## config.mk

```make
export PLATFORM = sky130hd
export DESIGN_NAME = push_button_debouncer
export DESIGN_NICKNAME = d
export VERILOG_FILES = /design/src/rtl/push_button_debouncer.sv
export SDC_FILE = /design/constraint.sdc
export NUM_CORES = 1
export LEC_CHECK = 0
export CORE_AREA = 2 2 39 41
export DETAILED_ROUTE_END_ITERATION = 10
export DIE_AREA = 0 0 41 43
export GPL_TIMING_DRIVEN = 0
export PLACE_DENSITY = 0.75
export RECOVER_POWER = 100
export SLEW_MARGIN = 20
export SYNTH_ARGS = -nofsm -noshare
export SYNTH_HDL_FRONTEND = slang
export SYNTH_SLANG_ARGS = --single-unit
```

## constraint.sdc

```tcl
create_clock -name input_clock1_1 -period 1.7 [get_ports input_clock1_1]
set_input_delay 0.425 -clock input_clock1_1 [delete_from_list [all_inputs] [get_ports input_clock1_1]]
set_output_delay 0.425 -clock input_clock1_1 [all_outputs]
set_load 0.01 [all_outputs]
```

## src/rtl/push_button_debouncer.sv

```systemverilog
// Push-button debouncer: 2-flop sync, 4-state debounce FSM, registered pulses.
// Define AUTO_REPEAT_EN to add press auto-repeat while the button is held.
module push_button_debouncer #(
  parameter int DEBOUNCE_CYCLES = 16,
  parameter int REPEAT_DELAY    = 64,
  parameter int REPEAT_PERIOD   = 16
) (
  input  logic input_clock1_1,
  input  logic input_reset1_2,
  input  logic input_push_button1_3,
  output logic output_level_debounced_1,
  output logic output_pulse_press_4,
  output logic output_pulse_release_5,
  output logic output_busy_6
);

  localparam int CW = $clog2(DEBOUNCE_CYCLES + 1);

  typedef enum logic [1:0] {
    IDLE,
    PRESS_WAIT,
    PRESSED,
    RELEASE_WAIT
  } state_t;

  state_t        state;
  state_t        state_nx;
  logic [CW-1:0] cnt;
  logic [CW-1:0] cnt_nx;
  logic          sync1;
  logic          sync2;
  logic          press_evt;
  logic          press_evt_nx;
  logic          rel_evt;
  logic          rel_evt_nx;
  logic          cnt_done;
  logic          rep_fire;

  assign cnt_done = (cnt == CW'(DEBOUNCE_CYCLES - 1));

`ifdef AUTO_REPEAT_EN
  localparam int RMAX = (REPEAT_DELAY > REPEAT_PERIOD) ?
                        REPEAT_DELAY : REPEAT_PERIOD;
  localparam int RW = $clog2(RMAX + 1);

  logic [RW-1:0] rcnt;
  logic [RW-1:0] rcnt_nx;

  assign rep_fire = (state == PRESSED) && sync2 && (rcnt == '0);

  // Reload the delay on every entry to PRESSED, period after each repeat
  always_comb begin
    rcnt_nx = '0;
    if (state_nx == PRESSED) begin
      if (state != PRESSED)
        rcnt_nx = RW'(REPEAT_DELAY - 1);
      else if (rcnt == '0)
        rcnt_nx = RW'(REPEAT_PERIOD - 1);
      else
        rcnt_nx = rcnt - 1'b1;
    end
  end

  always_ff @(posedge input_clock1_1) begin
    if (input_reset1_2)
      rcnt <= '0;
    else
      rcnt <= rcnt_nx;
  end
`else
  logic unused_repeat_cfg;

  assign rep_fire = 1'b0;
  assign unused_repeat_cfg = ^{REPEAT_DELAY, REPEAT_PERIOD};
`endif

  always_ff @(posedge input_clock1_1) begin
    if (input_reset1_2) begin
      sync1     <= 1'b0;
      sync2     <= 1'b0;
      state     <= IDLE;
      cnt       <= '0;
      press_evt <= 1'b0;
      rel_evt   <= 1'b0;
    end else begin
      sync1     <= input_push_button1_3;
      sync2     <= sync1;
      state     <= state_nx;
      cnt       <= cnt_nx;
      press_evt <= press_evt_nx;
      rel_evt   <= rel_evt_nx;
    end
  end

  // A mismatching sample wins over count completion in both WAIT states
  always_comb begin
    state_nx     = state;
    cnt_nx       = cnt;
    press_evt_nx = 1'b0;
    rel_evt_nx   = 1'b0;
    unique case (state)
      IDLE: begin
        if (sync2) begin
          state_nx = PRESS_WAIT;
          cnt_nx   = '0;
        end
      end
      PRESS_WAIT: begin
        if (!sync2) begin
          state_nx = IDLE;
          cnt_nx   = '0;
        end else if (cnt_done) begin
          state_nx     = PRESSED;
          cnt_nx       = '0;
          press_evt_nx = 1'b1;
        end else begin
          cnt_nx = cnt + 1'b1;
        end
      end
      PRESSED: begin
        if (!sync2) begin
          state_nx = RELEASE_WAIT;
          cnt_nx   = '0;
        end else begin
          press_evt_nx = rep_fire;
        end
      end
      RELEASE_WAIT: begin
        if (sync2) begin
          state_nx = PRESSED;
          cnt_nx   = '0;
        end else if (cnt_done) begin
          state_nx   = IDLE;
          cnt_nx     = '0;
          rel_evt_nx = 1'b1;
        end else begin
          cnt_nx = cnt + 1'b1;
        end
      end
      default: begin
        state_nx = IDLE;
        cnt_nx   = '0;
      end
    endcase
  end

  always_ff @(posedge input_clock1_1) begin
    if (input_reset1_2) begin
      output_level_debounced_1 <= 1'b0;
      output_pulse_press_4     <= 1'b0;
      output_pulse_release_5   <= 1'b0;
      output_busy_6            <= 1'b0;
    end else begin
      output_level_debounced_1 <= (state == PRESSED) ||
                                  (state == RELEASE_WAIT);
      output_pulse_press_4     <= press_evt;
      output_pulse_release_5   <= rel_evt;
      output_busy_6            <= (state == PRESS_WAIT) ||
                                  (state == RELEASE_WAIT);
    end
  end

endmodule

```

==> metrics.md <==
| Metric | Value |
|---|---|
| FF+latch count, synth | `15` |
| Routability cong. | `0.822` |
| Largest net degree at the start of global routing | `11` |
| H-tree depth | `1` |
| Fmax | `622 MHz` |
| # IOs | `7` |
| Synth top area cells | `dfxtp_1 (52%), nor2b_1 (6.6%), nand3_1 (6.1%)` |
| Yosys cell types | `24` |
| Multi-input gate area | `260 µm²` |
| Cells after Synth | `58` |
| CP max stage delay | `590 ps` |
| Post-DRT Antenna Nets | `0` |
| Actual slew at the worst max-slew pin | `519 ps` |
| Vias in the first global route | `388` |
| CTS Sinks | `15` |
| Root Driver | `clkbuf_4` |
| Layout Utilization | `49.1%` |
| Leakage | `0.000238 µW` |
| GR Util All Layers | `14.1%` |
| DRT iter0 DRCs | `18` |
| Core Area | `1380 µm²` |
| Maximum vdd drop | `0.000336 V` |
| Cell Area, Synth | `573 µm²` |
| CTS resizes | `0` |
| Overall power | `580 µW` |
| CTS tree | `yes` |
| Worst-path fanout max | `1` |
| Ys Warns | `0` |
| Chip height | `43 µm` |
| Detailed Route WL | `1000 µm` |
| Seq. cell area | `300 µm²` |
| Die area | `1760 µm²` |
| Number of setup violations in the final report | `0` |
| CTS buffer count | `3` |
| Post-layout net count | `73` |
| Final Hold Viols | `0` |
| HP Class | `reg2reg` |
| DP HPWL | `662 µm` |
| Worst-path clk slew | `80 ps` |
| # Post-CTS Setup Buffers | `0` |
| Longest Clk Path Bufs | `2` |
| Max-cap viol count | `0` |
| Synth top area share | `52.4%` |
| Critical path's slowest cell | `dlygate4sd3_1` |
| Critical Path RT | `1270 ps` |
| Final Cycle Share | `94.5%` |
| DR WL/cell | `11.9 µm` |
| Clock skew | `8.80 ps` |
| Largest area contributor in the netlist | `dfxtp_1` |
| Crit path cell chain | `dlygate4sd3_1` |
| Die Width | `41 µm` |
| DRT Pass-1 Iters | `5` |
| Post-route DRC violation count | `0` |
| Initial antenna violation count | `0` |
| Syn nets | `62` |
| First-pass GRT wire length | `1610 µm` |
| Final Critical Period | `1610 ps` |
| Cts hold-fix bufs | `0` |
| Crit path launch type | `register` |
| Area Growth Syn to Fin | `18.6%` |
| Initial Util | `41.4%` |
| Status | `completed` |
| Ant diodes | `0` |
| Total congestion overflow | `0` |
| TNS Setup | `0 ps` |
| Arrival @ worst endpoint | `1180 ps` |
| Worst-skew pair later-pin latency | `290 ps` |
| # fillers | `148` |
| I/O Buffers | `6` |
| Rel. slew slack | `65.1%` |
| Via density | `5.68` |
| RSZ-0062 raised after global routing | `false` |
| Crit path capture type | `output port` |
| CP Buf/Inv Count | `1` |
| Crit path kind | `reg2out` |
| Share of cells above drive strength 1 | `5.88%` |
| Final Slew Violations | `0` |
| CP top delay family | `buffers and inverters` |
| Routed via count | `477` |
| Syn Area/Cell | `9.88 µm²` |
| Pwr/cell area | `854 nW/µm²` |
| Register area share after synthesis | `52.4%` |
| Row count | `14` |
cells by family after synthesis:
kind of cell,synth area share (%)
AO/OA/AOI/OAI,8.08
XOR/XNOR,3.06
adder cells (fa/ha/maj),2.18
buffers and inverters,2.18
flip-flops,52.4
AND/OR/NAND/NOR,32.1
flip-flops by register name, indices dropped and copies added (netlist names), named ones only:
name / cells
cnt: 5
output_busy_6: 1
output_level_debounced_1: 1
output_pulse_press_4: 1
output_pulse_release_5: 1
press_evt: 1
rel_evt: 1
state: 1
sync1: 1
sync2: 1
layout make-up:
type,count,share of cell area [%]
well taps,16,2.95
repair buffers,6,8.84
clock buffers,4,3.87
multi-input cells,40,38.3
flip-flops and latches,15,44.2
plain buffers,2,1.29
inverters,1,0.552
placed cells by master, fill, tap and decap left out, types with 2 or more instances in the layout:
cell type / count
nand2b_1: 2
dlygate4sd3_1: 2
clkbuf_1: 2
dfxtp_1: 15
nor2b_1: 6
nor3b_1: 2
nand3_1: 7
nand4_1: 2
nand2_1: 2
nand4b_1: 3
a21oi_1: 4
clkdlybuf4s50_1: 4
clkbuf_4: 3
report_power, final:
group	switching (µW)	leakage, µW	total [µW]	internal (µW)
combinational	12.6	0.000102	22.3	9.73
clock	110	0.0000150	201	91.3
sequential	2.19	0.000121	357	354
total	125	0.000238	580	455
worst register-to-register path, cell delays in order, from the launching register on:
cell	delay [ps]
dfxtp_1	340
ha_1	260
and4b_1	240
or4_1	400
a21oi_1	150
metrics by stage:
stage	cells	setup slack [ps]	hold slack [ps]	area [µm²]
after floorplan	58	369	414	573
after global placement	80	102	418	653
after detailed placement	80	93.2	424	653
after CTS	84	139	444	679
after global routing	84	48.2	467	679
final	84	93.2	439	679
synth_stat cells:
master,instances
nand4b_1,3
xor2_1,1
nand3_1,7
a31oi_1,1
clkbuf_1,1
or4b_1,1
inv_1,1
buf_2,1
nand2_1,2
xnor2_1,1
and4b_1,1
nor2b_1,6
ha_1,1
a211oi_1,1
nand4_1,2
or3_1,1
or4_1,1
o21ai_0,1
nor3b_1,2
dfxtp_1,15
nor2_1,1
nand2b_1,2
o211ai_1,1
a21oi_1,4
metal layers:
metal,vias up,GRT usage (%),part of all wire [%]
met5,-,0,0
met4,0,12.0,5.3
met3,9,4.71,5.2
met2,20,20.0,45
met1,215,16.0,44
li1,233,-,-
final timing paths:
| path | cells after the start | end | start | slack (ps) |
|---|---|---|---|---|
| worst max-delay path | 1 | output_pulse_release_5 | output_pulse_release_5 | 90 |
| worst max register to register | 4 | cnt[0] | cnt[0] | 230 |
| worst min register to register | 1 | output_pulse_release_5 | rel_evt | 440 |
| worst min-delay path | 1 | output_pulse_release_5 | rel_evt | 440 |
(Power assumes the default switching activity.)
==> variant (same settings) <==
Put one more register stage on the output `output_pulse_release_5`, with the module's reset. The value now appears one clock later. The other outputs are not delayed to match.
--- a/src/rtl/push_button_debouncer.sv
+++ b/src/rtl/push_button_debouncer.sv
@@ -23,4 +23,6 @@
     RELEASE_WAIT
   } state_t;
+
+  logic output_pulse_release_5_s0;
 
   state_t        state;
@@ -149,5 +151,5 @@
       output_level_debounced_1 <= 1'b0;
       output_pulse_press_4     <= 1'b0;
-      output_pulse_release_5   <= 1'b0;
+      output_pulse_release_5_s0 <= 1'b0;
       output_busy_6            <= 1'b0;
     end else begin
@@ -155,5 +157,5 @@
                                   (state == RELEASE_WAIT);
       output_pulse_press_4     <= press_evt;
-      output_pulse_release_5   <= rel_evt;
+      output_pulse_release_5_s0 <= rel_evt;
       output_busy_6            <= (state == PRESS_WAIT) ||
                                   (state == RELEASE_WAIT);
@@ -161,4 +163,12 @@
   end
 
+  always_ff @(posedge input_clock1_1) begin
+    if (input_reset1_2) begin
+      output_pulse_release_5 <= '0;
+    end else begin
+      output_pulse_release_5 <= output_pulse_release_5_s0;
+    end
+  end
+
 endmodule
 
Check against the original RTL: same outputs for any inputs over 10 cycles, from zero or initial values and one cycle with input_reset1_2 high; that may be too few to reach the edited logic, so the function may still have changed.
==> variant against the unedited design <==
Sequential cell count increased by 1. Non-clock buffer count fell by 1. Final area is 2.2% higher. Largest power group unchanged. Largest cell class unchanged. Power rose by 11%. Area after synthesis up 0.87%. Wire length down 7.0%. Setup slack improved by 1.4 ps.
==> variant: results (changes against the unedited design) <==
** Status
- Result of the run :: complete, no violations

** Setup path
- Launch point of the worst path :: output_level_debounced_1

** Yosys
- The count of distinct cell types in the synthesized netlist was 19 (-21%).
- The net count of the mapped netlist is 61 (-1.6%).
- Main area contributors after synthesis :: sky130_fd_sc_hd__dfxtp_1 55%, sky130_fd_sc_hd__nor2b_1 7.6%, sky130_fd_sc_hd__nand3_1 6.9%
- Post-synth top cells :: 16 x sky130_fd_sc_hd__dfxtp_1, 8 x sky130_fd_sc_hd__nand3_1, 7 x sky130_fd_sc_hd__nor2b_1, 5 x sky130_fd_sc_hd__a21oi_1

** Cells and area
- The total area of multi-input combinational cells came to 246 um2 (-5.3%).
- The number of non-clock inverters came to 2 (+1).
- Share of post-route cells with drive strength above 1 :: 5.97% (+0.088 points)
- The layout net count came to 72 (-1.4%).
- Flip-flop and latch share of the layout cell area :: 46.1% (+1.9 points)
- The count of plain and timing-repair buffers in the layout is 7 (-1).
- Filler Cell Count :: 134 (-9.5%)
- The multi-input combinational cell count came to 38 (-5.0%).

** Routing
- Drt first pass iters :: 4 (-1)
- Amount of wire on met2 after detailed routing :: 405 um (-10%)

** Power
- The reported leakage power was 0.254 nW (+6.7%).
- The switching part of the total power was 19.6% (-1.9 points).
- The worst supply voltage drop on vdd was 0.000526 V (+57%).

** Timing
- Normalized max-slew margin :: 65.2% (+0.11 points)
- Worst-case clock skew :: 3.47 ps (-5.33 ps)

** Placement
- The half-perimeter wire length of the detailed placement result came to 632 um (-4.5%).

** Global route
- Overall routing resource usage :: 14.8% (+0.70 points)
- The via count of the first global-routing pass came to 395 (+1.8%).

** Hold path
- The worst hold path begins at sync1.
## variant: worst paths after layout
path	to	slack [ps]	cells after the start
setup / recovery	output_level_debounced_1	90	1
setup reg to reg	cnt[3]	220	4
hold / removal	sync2	440	1
hold reg to reg	sync2	440	1
## variant: stage by stage
| step | cells | setup slack (ps) | area [um2] | hold slack [ps] |
|---|---|---|---|---|
| 2_1_floorplan | 57 | 329 | 578 | 414 |
| 3_3_place_gp | 79 | 35.8 | 658 | 418 |
| 3_5_place_dp | 79 | 4.59 | 658 | 422 |
| 4_1_cts | 83 | 135 | 694 | 443 |
| 5_1_grt | 83 | 48.6 | 694 | 467 |
| 6_report | 83 | 94.6 | 694 | 439 |
## variant: kinds of logic (layout without fill, tap and decap cells)
kind of cell / Yosys count / count (layout) / share of synthesized area [%]
and+or+nand+nor: 25 / 25 / 26.4
DFF: 16 / 16 / 55.4
AOI/OAI and AO/OA: 8 / 8 / 8.01
xor gates and xnor gates: 4 / 4 / 6.06
buffers and inverters: 3 / 13 / 1.95
adders and majority gates: 1 / 1 / 2.16
## variant: metal layers
metal | track usage [%] | vias to the layer above
met3 | 9.42 | 4
met5 | 0 | -
li1 | - | 223
met1 | 16.0 | 191
met2 | 20.3 | 11
met4 | 10.0 | 0
## variant: power groups by stage
stage	clock [mW]	combinational [mW]	sequential [mW]
2_1_floorplan	0	0.0103	0.389
3_3_place_gp	0	0.0196	0.389
3_5_place_dp	0	0.0203	0.389
4_1_cts	0.252	0.0204	0.381
5_1_grt	0.270	0.0221	0.381
6_report	0.243	0.0196	0.381
